===== src/rtl/ex_mem_pipe_stage_pkg.sv =====
// Shared pipeline-register definitions: default field widths and the packed
// EX/MEM payload type used by stage registers across the pipeline.
package ex_mem_pipe_stage_pkg;

    localparam int DEF_WB_W    = 2;
    localparam int DEF_M_W     = 3;
    localparam int DEF_JADDR_W = 8;
    localparam int DEF_STAT_W  = 8;
    localparam int DEF_DATA_W  = 32;
    localparam int DEF_RADDR_W = 5;

    typedef struct packed {
        logic [DEF_WB_W-1:0]    wb;
        logic [DEF_M_W-1:0]     m;
        logic [DEF_JADDR_W-1:0] jump_address;
        logic [DEF_STAT_W-1:0]  alu_status;
        logic [DEF_DATA_W-1:0]  alu_result;
        logic [DEF_DATA_W-1:0]  write_data;
        logic [DEF_RADDR_W-1:0] regdst_address;
    } ex_mem_pay_t;

    // Total packed payload width for a given set of field widths.
    function automatic int pay_width(input int wb, input int m, input int j,
                                     input int s, input int d, input int r);
        return wb + m + j + s + 2 * d + r;
    endfunction

endpackage


===== src/rtl/pipe_slot.sv =====
// One pipeline holding slot: a valid bit plus a packed payload register.
// Clear wins over load; payload is zeroed only by reset.
module pipe_slot #(
    parameter int W = 8
) (
    input  logic         clk,
    input  logic         rst,
    input  logic         i_clr,
    input  logic         i_load,
    input  logic [W-1:0] i_data,
    output logic         o_valid,
    output logic [W-1:0] o_data
);

    logic         r_valid;
    logic [W-1:0] r_data;

    always_ff @(posedge clk or posedge rst) begin
        if (rst) begin
            r_valid <= 1'b0;
            r_data  <= '0;
        end else if (i_clr) begin
            r_valid <= 1'b0;
        end else if (i_load) begin
            r_valid <= 1'b1;
            r_data  <= i_data;
        end
    end

    assign o_valid = r_valid;
    assign o_data  = r_data;

endmodule


===== src/rtl/ex_mem_pipe_stage.sv =====
// EX/MEM pipeline register with a skid slot: full throughput while MEM drains,
// and a registered in_ready so backpressure never forms a combinational path.
module ex_mem_pipe_stage
    import ex_mem_pipe_stage_pkg::*;
#(
    parameter int WB_W    = DEF_WB_W,
    parameter int M_W     = DEF_M_W,
    parameter int JADDR_W = DEF_JADDR_W,
    parameter int STAT_W  = DEF_STAT_W,
    parameter int DATA_W  = DEF_DATA_W,
    parameter int RADDR_W = DEF_RADDR_W
) (
    input  logic               clk,
    input  logic               rst,
    input  logic               flush,
    input  logic               in_valid,
    output logic               in_ready,
    input  logic [WB_W-1:0]    WB,
    input  logic [M_W-1:0]     M,
    input  logic [JADDR_W-1:0] jump_address,
    input  logic [STAT_W-1:0]  ALU_status,
    input  logic [DATA_W-1:0]  ALU_result,
    input  logic [DATA_W-1:0]  write_data,
    input  logic [RADDR_W-1:0] RegDst_address,
    output logic               out_valid,
    input  logic               out_ready,
    output logic [WB_W-1:0]    _WB,
    output logic [M_W-1:0]     _M,
    output logic [JADDR_W-1:0] _jump_address,
    output logic [STAT_W-1:0]  _ALU_status,
    output logic [DATA_W-1:0]  _ALU_result,
    output logic [DATA_W-1:0]  _write_data,
    output logic [RADDR_W-1:0] _RegDst_address,
    output logic [1:0]         occupancy
);

    localparam int PAY_W = pay_width(WB_W, M_W, JADDR_W, STAT_W, DATA_W, RADDR_W);

    logic [PAY_W-1:0] w_in_pay, w_main_pay, w_skid_pay, w_main_d;
    logic             w_main_vld, w_skid_vld, w_in_xfer, w_drain;
    logic             w_main_load, w_main_clr, w_skid_load, w_skid_clr, w_skid_vld_nxt;
    logic [WB_W-1:0]  w_wb;
    logic [M_W-1:0]   w_m;
    logic             r_in_ready;

    assign w_in_pay  = {WB, M, jump_address, ALU_status, ALU_result, write_data, RegDst_address};
    assign w_in_xfer = in_valid && r_in_ready;
    assign w_drain   = !w_main_vld || out_ready;

    always_comb begin
        w_main_load = 1'b0;
        w_main_clr  = 1'b0;
        w_skid_load = 1'b0;
        w_skid_clr  = 1'b0;
        w_main_d    = w_in_pay;
        if (flush) begin
            w_main_clr = 1'b1;
            w_skid_clr = 1'b1;
        end else if (w_drain) begin
            if (w_skid_vld) begin
                // Oldest entry sits in skid; it must reach main before any new input.
                w_main_load = 1'b1;
                w_main_d    = w_skid_pay;
                w_skid_load = w_in_xfer;
                w_skid_clr  = !w_in_xfer;
            end else if (w_in_xfer) begin
                w_main_load = 1'b1;
            end else begin
                w_main_clr = 1'b1;
            end
        end else if (w_in_xfer) begin
            w_skid_load = 1'b1;
        end
    end

    assign w_skid_vld_nxt = !w_skid_clr && (w_skid_load || w_skid_vld);

    always_ff @(posedge clk or posedge rst) begin
        if (rst) r_in_ready <= 1'b0;
        else     r_in_ready <= !w_skid_vld_nxt;
    end

    pipe_slot #(.W(PAY_W)) u_main (
        .clk(clk), .rst(rst), .i_clr(w_main_clr), .i_load(w_main_load),
        .i_data(w_main_d), .o_valid(w_main_vld), .o_data(w_main_pay)
    );

    pipe_slot #(.W(PAY_W)) u_skid (
        .clk(clk), .rst(rst), .i_clr(w_skid_clr), .i_load(w_skid_load),
        .i_data(w_in_pay), .o_valid(w_skid_vld), .o_data(w_skid_pay)
    );

    assign {w_wb, w_m, _jump_address, _ALU_status, _ALU_result, _write_data, _RegDst_address} = w_main_pay;

    // A bubble must never trigger a write-back or memory access downstream.
    assign _WB       = w_main_vld ? w_wb : '0;
    assign _M        = w_main_vld ? w_m  : '0;
    assign out_valid = w_main_vld;
    assign in_ready  = r_in_ready;
    assign occupancy = {1'b0, w_main_vld} + {1'b0, w_skid_vld};

endmodule


===== config.mk =====
export PLATFORM = sky130hd
export DESIGN_NAME = ex_mem_pipe_stage
export DESIGN_NICKNAME = d
export VERILOG_FILES = /design/src/rtl/ex_mem_pipe_stage_pkg.sv /design/src/rtl/pipe_slot.sv /design/src/rtl/ex_mem_pipe_stage.sv
export SDC_FILE = /design/constraint.sdc
export NUM_CORES = 1
export LEC_CHECK = 0
export ABC_AREA = 1
export BUFFER_PORTS_ARGS = -buffer_cell sky130_fd_sc_hd__buf_2
export CAP_MARGIN = 0
export CELL_PAD_IN_SITES_DETAIL_PLACEMENT = 1
export CELL_PAD_IN_SITES_GLOBAL_PLACEMENT = 2
export CORE_MARGIN = 2
export CORE_UTILIZATION = 25
export DETAILED_ROUTE_END_ITERATION = 8
export PLACE_DENSITY_LB_ADDON = 0.05
export SLEW_MARGIN = 20
export SYNTH_ARGS = -nofsm -noshare
export SYNTH_HDL_FRONTEND = slang
export SYNTH_SLANG_ARGS = --single-unit

===== constraint.sdc =====
create_clock -name clk -period 8.15 [get_ports clk]
set_clock_uncertainty 0.15 [all_clocks]
set_input_delay 1.63 -clock clk [delete_from_list [all_inputs] [get_ports clk]]
set_output_delay 1.63 -clock clk [all_outputs]
set_load 0.01 [all_outputs]

==> impl_metrics.prom <==
# TYPE chip_impl_metric gauge
chip_impl_metric{name="synth_nets",unit=""} 1271
chip_impl_metric{name="total_die_area",unit="um^2"} 38100
chip_impl_metric{name="placer_congestion_estimate",unit=""} 0.673
chip_impl_metric{name="fin_tns_setup",unit="ns"} 0
chip_impl_metric{name="io-pin-count",unit=""} 189
chip_impl_metric{name="grt_antenna_before_repair",unit=""} 3
chip_impl_metric{name="drive_above_1_share",unit="%"} 18.3
chip_impl_metric{name="number_of_nets_with_antenna_violations_after_routing",unit=""} 0
chip_impl_info{name="worst_hold_path_type",value="register to register"} 1
chip_impl_metric{name="critical_path_required",unit="ns"} 8.37
chip_impl_metric{name="postSynthAreaPerCell",unit="um^2"} 7.78
chip_impl_metric{name="tritoncts.num_buffers",unit=""} 17
chip_impl_metric{name="timing.final.ws_setup",unit="ns"} 4.34
chip_impl_metric{name="grt_remaining_overflow",unit=""} 0
chip_impl_metric{name="cts_repair_resized_insts",unit=""} 0
chip_impl_metric{name="via_count_of_the_first_global_routing_pass",unit=""} 7589
chip_impl_metric{name="synth.ff_latch_count",unit=""} 183
chip_impl_metric{name="final_hold_violating_endpoints",unit=""} 0
chip_impl_metric{name="setup_viol",unit=""} 0
chip_impl_metric{name="grt.total_usage",unit="%"} 15.1
chip_impl_info{name="crit_chain",value="buf_2 > inv_1 > nand2_4 > nand2_1 > nor2_4 > buf_4 > nand3_1 > nand2_1"} 1
chip_impl_metric{name="cts_num_sinks",unit=""} 183
chip_impl_metric{name="clock_insertion_delay_worst_skew",unit="ns"} 0.43
chip_impl_info{name="tritoncts",value="done"} 1
chip_impl_metric{name="netlist-cell-type-count",unit=""} 18
chip_impl_metric{name="drt-wirelength-per-cell",unit="um"} 16.1
chip_impl_metric{name="drc_errors",unit=""} 0
chip_impl_metric{name="cap_violations",unit=""} 0
chip_impl_metric{name="cellPowerDensity",unit="nW/um^2"} 246
chip_impl_metric{name="detail_route.vias_per_cell",unit=""} 4.16
chip_impl_metric{name="initial_core_util",unit="%"} 25.2
chip_impl_info{name="crit_path_frequent_cell",value="sky130_fd_sc_hd__nand2_1"} 1
chip_impl_metric{name="worst_pin_slew",unit="ns"} 1.02
chip_impl_metric{name="timing.critical_path.fanout_max",unit=""} 69
chip_impl_metric{name="grt_first_pass_wirelength",unit="um"} 44600
chip_impl_metric{name="max-slew-margin-rel",unit="%"} 32.0
chip_impl_metric{name="maxSlewViolCount",unit=""} 0
chip_impl_metric{name="place.port_buffers",unit=""} 188
chip_impl_metric{name="wl",unit="um"} 27600
chip_impl_metric{name="h_tree_levels",unit=""} 4
chip_impl_info{name="hp-start",value="u_main.o_data[65]$_DFFE_PP0P_"} 1
chip_impl_metric{name="pin_count_of_the_biggest_net_entering_global_routing",unit=""} 125
chip_impl_metric{name="max_fclk",unit="MHz"} 263
chip_impl_metric{name="height_of_the_die",unit="um"} 195
chip_impl_metric{name="detailedRoute.firstIterationViolations",unit=""} 293
chip_impl_info{name="timing.critical_path.to_type",value="register"} 1
chip_impl_metric{name="synth_cells",unit=""} 1175
chip_impl_metric{name="worst_path_arrival_time",unit="ns"} 4.03
chip_impl_metric{name="min_period_over_period",unit="%"} 46.7
chip_impl_metric{name="cts-hold-fix-buffers",unit=""} 0
chip_impl_metric{name="synth-warning-count",unit=""} 0
chip_impl_info{name="timing.critical_path.from",value="out_ready"} 1
chip_impl_metric{name="path_buf_inv",unit=""} 3
chip_impl_metric{name="nFillCells",unit=""} 4456
chip_impl_metric{name="detailedPlacementHpwl",unit="um"} 16500
chip_impl_info{name="leading_post_synthesis_cells_by_cell_area",value="sky130_fd_sc_hd__dfrtp_1 50%, sky130_fd_sc_hd__nand2_1 15%, sky130_fd_sc_hd__nand3_1 9.9%"} 1
chip_impl_metric{name="place_area",unit="um^2"} 9740
chip_impl_metric{name="max-vdd-ir-drop",unit="uV"} 150
chip_impl_info{name="synth_area_leader_cell",value="sky130_fd_sc_hd__dfrtp_1"} 1
chip_impl_metric{name="yosys.area.top_type_share",unit="%"} 50.1
chip_impl_metric{name="synth.cell_area",unit="um^2"} 9140
chip_impl_metric{name="yosysSeqAreaShare",unit="%"} 50.1
chip_impl_info{name="rr_startpoint",value="u_main.o_valid$_DFFE_PP0P_"} 1
chip_impl_info{name="timing.setup.critical_path_class",value="primary input to register"} 1
chip_impl_metric{name="dr.pass1.iters",unit=""} 4
chip_impl_info{name="worst_setup_path_start_kind",value="primary input"} 1
chip_impl_metric{name="vias",unit=""} 7150
chip_impl_metric{name="cts_setup_buffers",unit=""} 0
chip_impl_info{name="unrepaired_setup_endpoints_after_global_routing",value="false"} 1
chip_impl_metric{name="syn_to_final_growth",unit="%"} 12.4
chip_impl_metric{name="antennaDiodeCount",unit=""} 0
chip_impl_info{name="worst_path_max_delay_cell",value="sky130_fd_sc_hd__buf_4"} 1
chip_impl_metric{name="chipWidth",unit="um"} 195
chip_impl_metric{name="finalNetCount",unit=""} 1334
chip_impl_metric{name="fp.coreArea",unit="um^2"} 36300
chip_impl_info{name="critical-path-top-delay-family",value="simple AND/OR/NAND/NOR gates"} 1
chip_impl_metric{name="timing.final.crit_period",unit="ns"} 3.81
chip_impl_metric{name="cts.clk_slew.worst_paths",unit="ns"} 0.07
chip_impl_metric{name="total_leakage_power",unit="nW"} 5.79
chip_impl_info{name="outcome",value="complete, no violations"} 1
chip_impl_metric{name="num_rows",unit=""} 70
chip_impl_info{name="clk_root_buffer_cell",value="sky130_fd_sc_hd__clkbuf_16"} 1
chip_impl_metric{name="cts_buffer_depth",unit=""} 2
chip_impl_metric{name="final_design_area_no_fill",unit="um^2"} 10300
chip_impl_metric{name="dpl_worst_slack",unit="ns"} 3.76
chip_impl_metric{name="slowest_delay",unit="ns"} 0.81
==> synthesized netlist by cell type, drive strengths merged <==
| library cell | instances |
|---|---|
| dfrtp | 183 |
| nand2 | 373 |
| nand3 | 182 |
| inv | 191 |
| nor2 | 3 |
| clkbuf | 9 |
| o21ai | 90 |
| a21oi | 1 |
| ha | 1 |
| buf | 142 |
==> area by class of cell <==
cell class	instances	area [um^2]	area share, %
well taps	468	586	5.70
repair buffers	195	993	9.67
clock inverters	4	45.0	0.438
inverters	191	724	7.05
multi-input cells	650	2860	27.8
clock buffers	26	489	4.76
flip-flops and latches	183	4580	44.6
==> cells by family after synthesis <==
family / count (synthesis) / synth area share, %
and+or+nand+nor: 558 / 25.7
adders and majority gates: 1 / 0.137
AOI/OAI and AO/OA: 91 / 5.02
DFF: 183 / 50.1
buffers and inverters: 342 / 19.0
==> worst paths after layout <==
path	endpoint	slack (ns)	depth (start not counted)
hold / removal	u_main.o_data[65]$_DFFE_PP0P_	0.33	2
setup reg to reg	u_main.o_data[45]$_DFFE_PP0P_	5.01	6
min in group asynchronous	u_main.o_data[13]$_DFFE_PP0P_	1.25	2
max in group asynchronous	u_skid.o_data[73]$_DFFE_PP0P_	5.11	3
setup / recovery	u_main.o_data[45]$_DFFE_PP0P_	4.34	8
hold reg to reg	u_main.o_data[65]$_DFFE_PP0P_	0.33	2
==> sequential cells by signal (all words and copies together), names as in the netlist <==
name            count
u_main.o_valid      1
u_main.o_data      90
u_skid.o_valid      1
in_ready            1
u_skid.o_data      90
==> tightest hold or removal path: cells and delay by family (launching register included) <==
family | cells | cell delay (ns)
DFF | 1 | 0.34
and+or+nand+nor | 2 | 0.10
==> power by group <==
| group | switching (mW) | internal [mW] |
|---|---|---|
| clock network | 0.366 | 0.442 |
| logic | 0.304 | 0.195 |
| registers | 0.112 | 1.11 |
| total | 0.782 | 1.75 |
==> cells in the final DEF, fill, tap and decap left out <==
cell type	count
sky130_fd_sc_hd__a21oi_1	1
sky130_fd_sc_hd__buf_2	188
sky130_fd_sc_hd__buf_4	7
sky130_fd_sc_hd__bufinv_16	1
sky130_fd_sc_hd__clkbuf_1	6
sky130_fd_sc_hd__clkbuf_16	17
sky130_fd_sc_hd__clkbuf_8	3
sky130_fd_sc_hd__clkinv_2	3
sky130_fd_sc_hd__dfrtp_1	183
sky130_fd_sc_hd__ha_1	1
sky130_fd_sc_hd__inv_1	190
sky130_fd_sc_hd__inv_8	1
sky130_fd_sc_hd__nand2_1	369
sky130_fd_sc_hd__nand2_2	1
sky130_fd_sc_hd__nand2_4	2
sky130_fd_sc_hd__nand2_8	1
sky130_fd_sc_hd__nand3_1	181
sky130_fd_sc_hd__nand3_4	1
sky130_fd_sc_hd__nor2_1	1
sky130_fd_sc_hd__nor2_4	2
sky130_fd_sc_hd__o21ai_1	89
sky130_fd_sc_hd__o21ai_2	1
==> layer usage <==
metal | part of all wire, % | global-route usage, % | wire length (um)
met5 | 0.16 | 0 | 43
met3 | 3.4 | 3.06 | 936
met1 | 50 | 20.9 | 13800
met4 | 1.1 | 3.99 | 296
met2 | 45 | 24.1 | 12500
==> through the flow <==
| stage | hold WS, ns | utilization, % | total power [mW] | std cells |
|---|---|---|---|---|
| global route | 0.353 | 28.3 | 2.72 | 1717 |
| detailed placement | 0.311 | 26.9 | 1.76 | 1687 |
| global placement | 0.311 | 26.9 | 1.74 | 1687 |
| CTS | 0.330 | 28.3 | 2.59 | 1717 |
| floorplan | 0.299 | - | 1.65 | 1175 |
| finish | 0.325 | 28.3 | 2.53 | 1717 |
No activity file was read; power rests on OpenSTA's default activity.
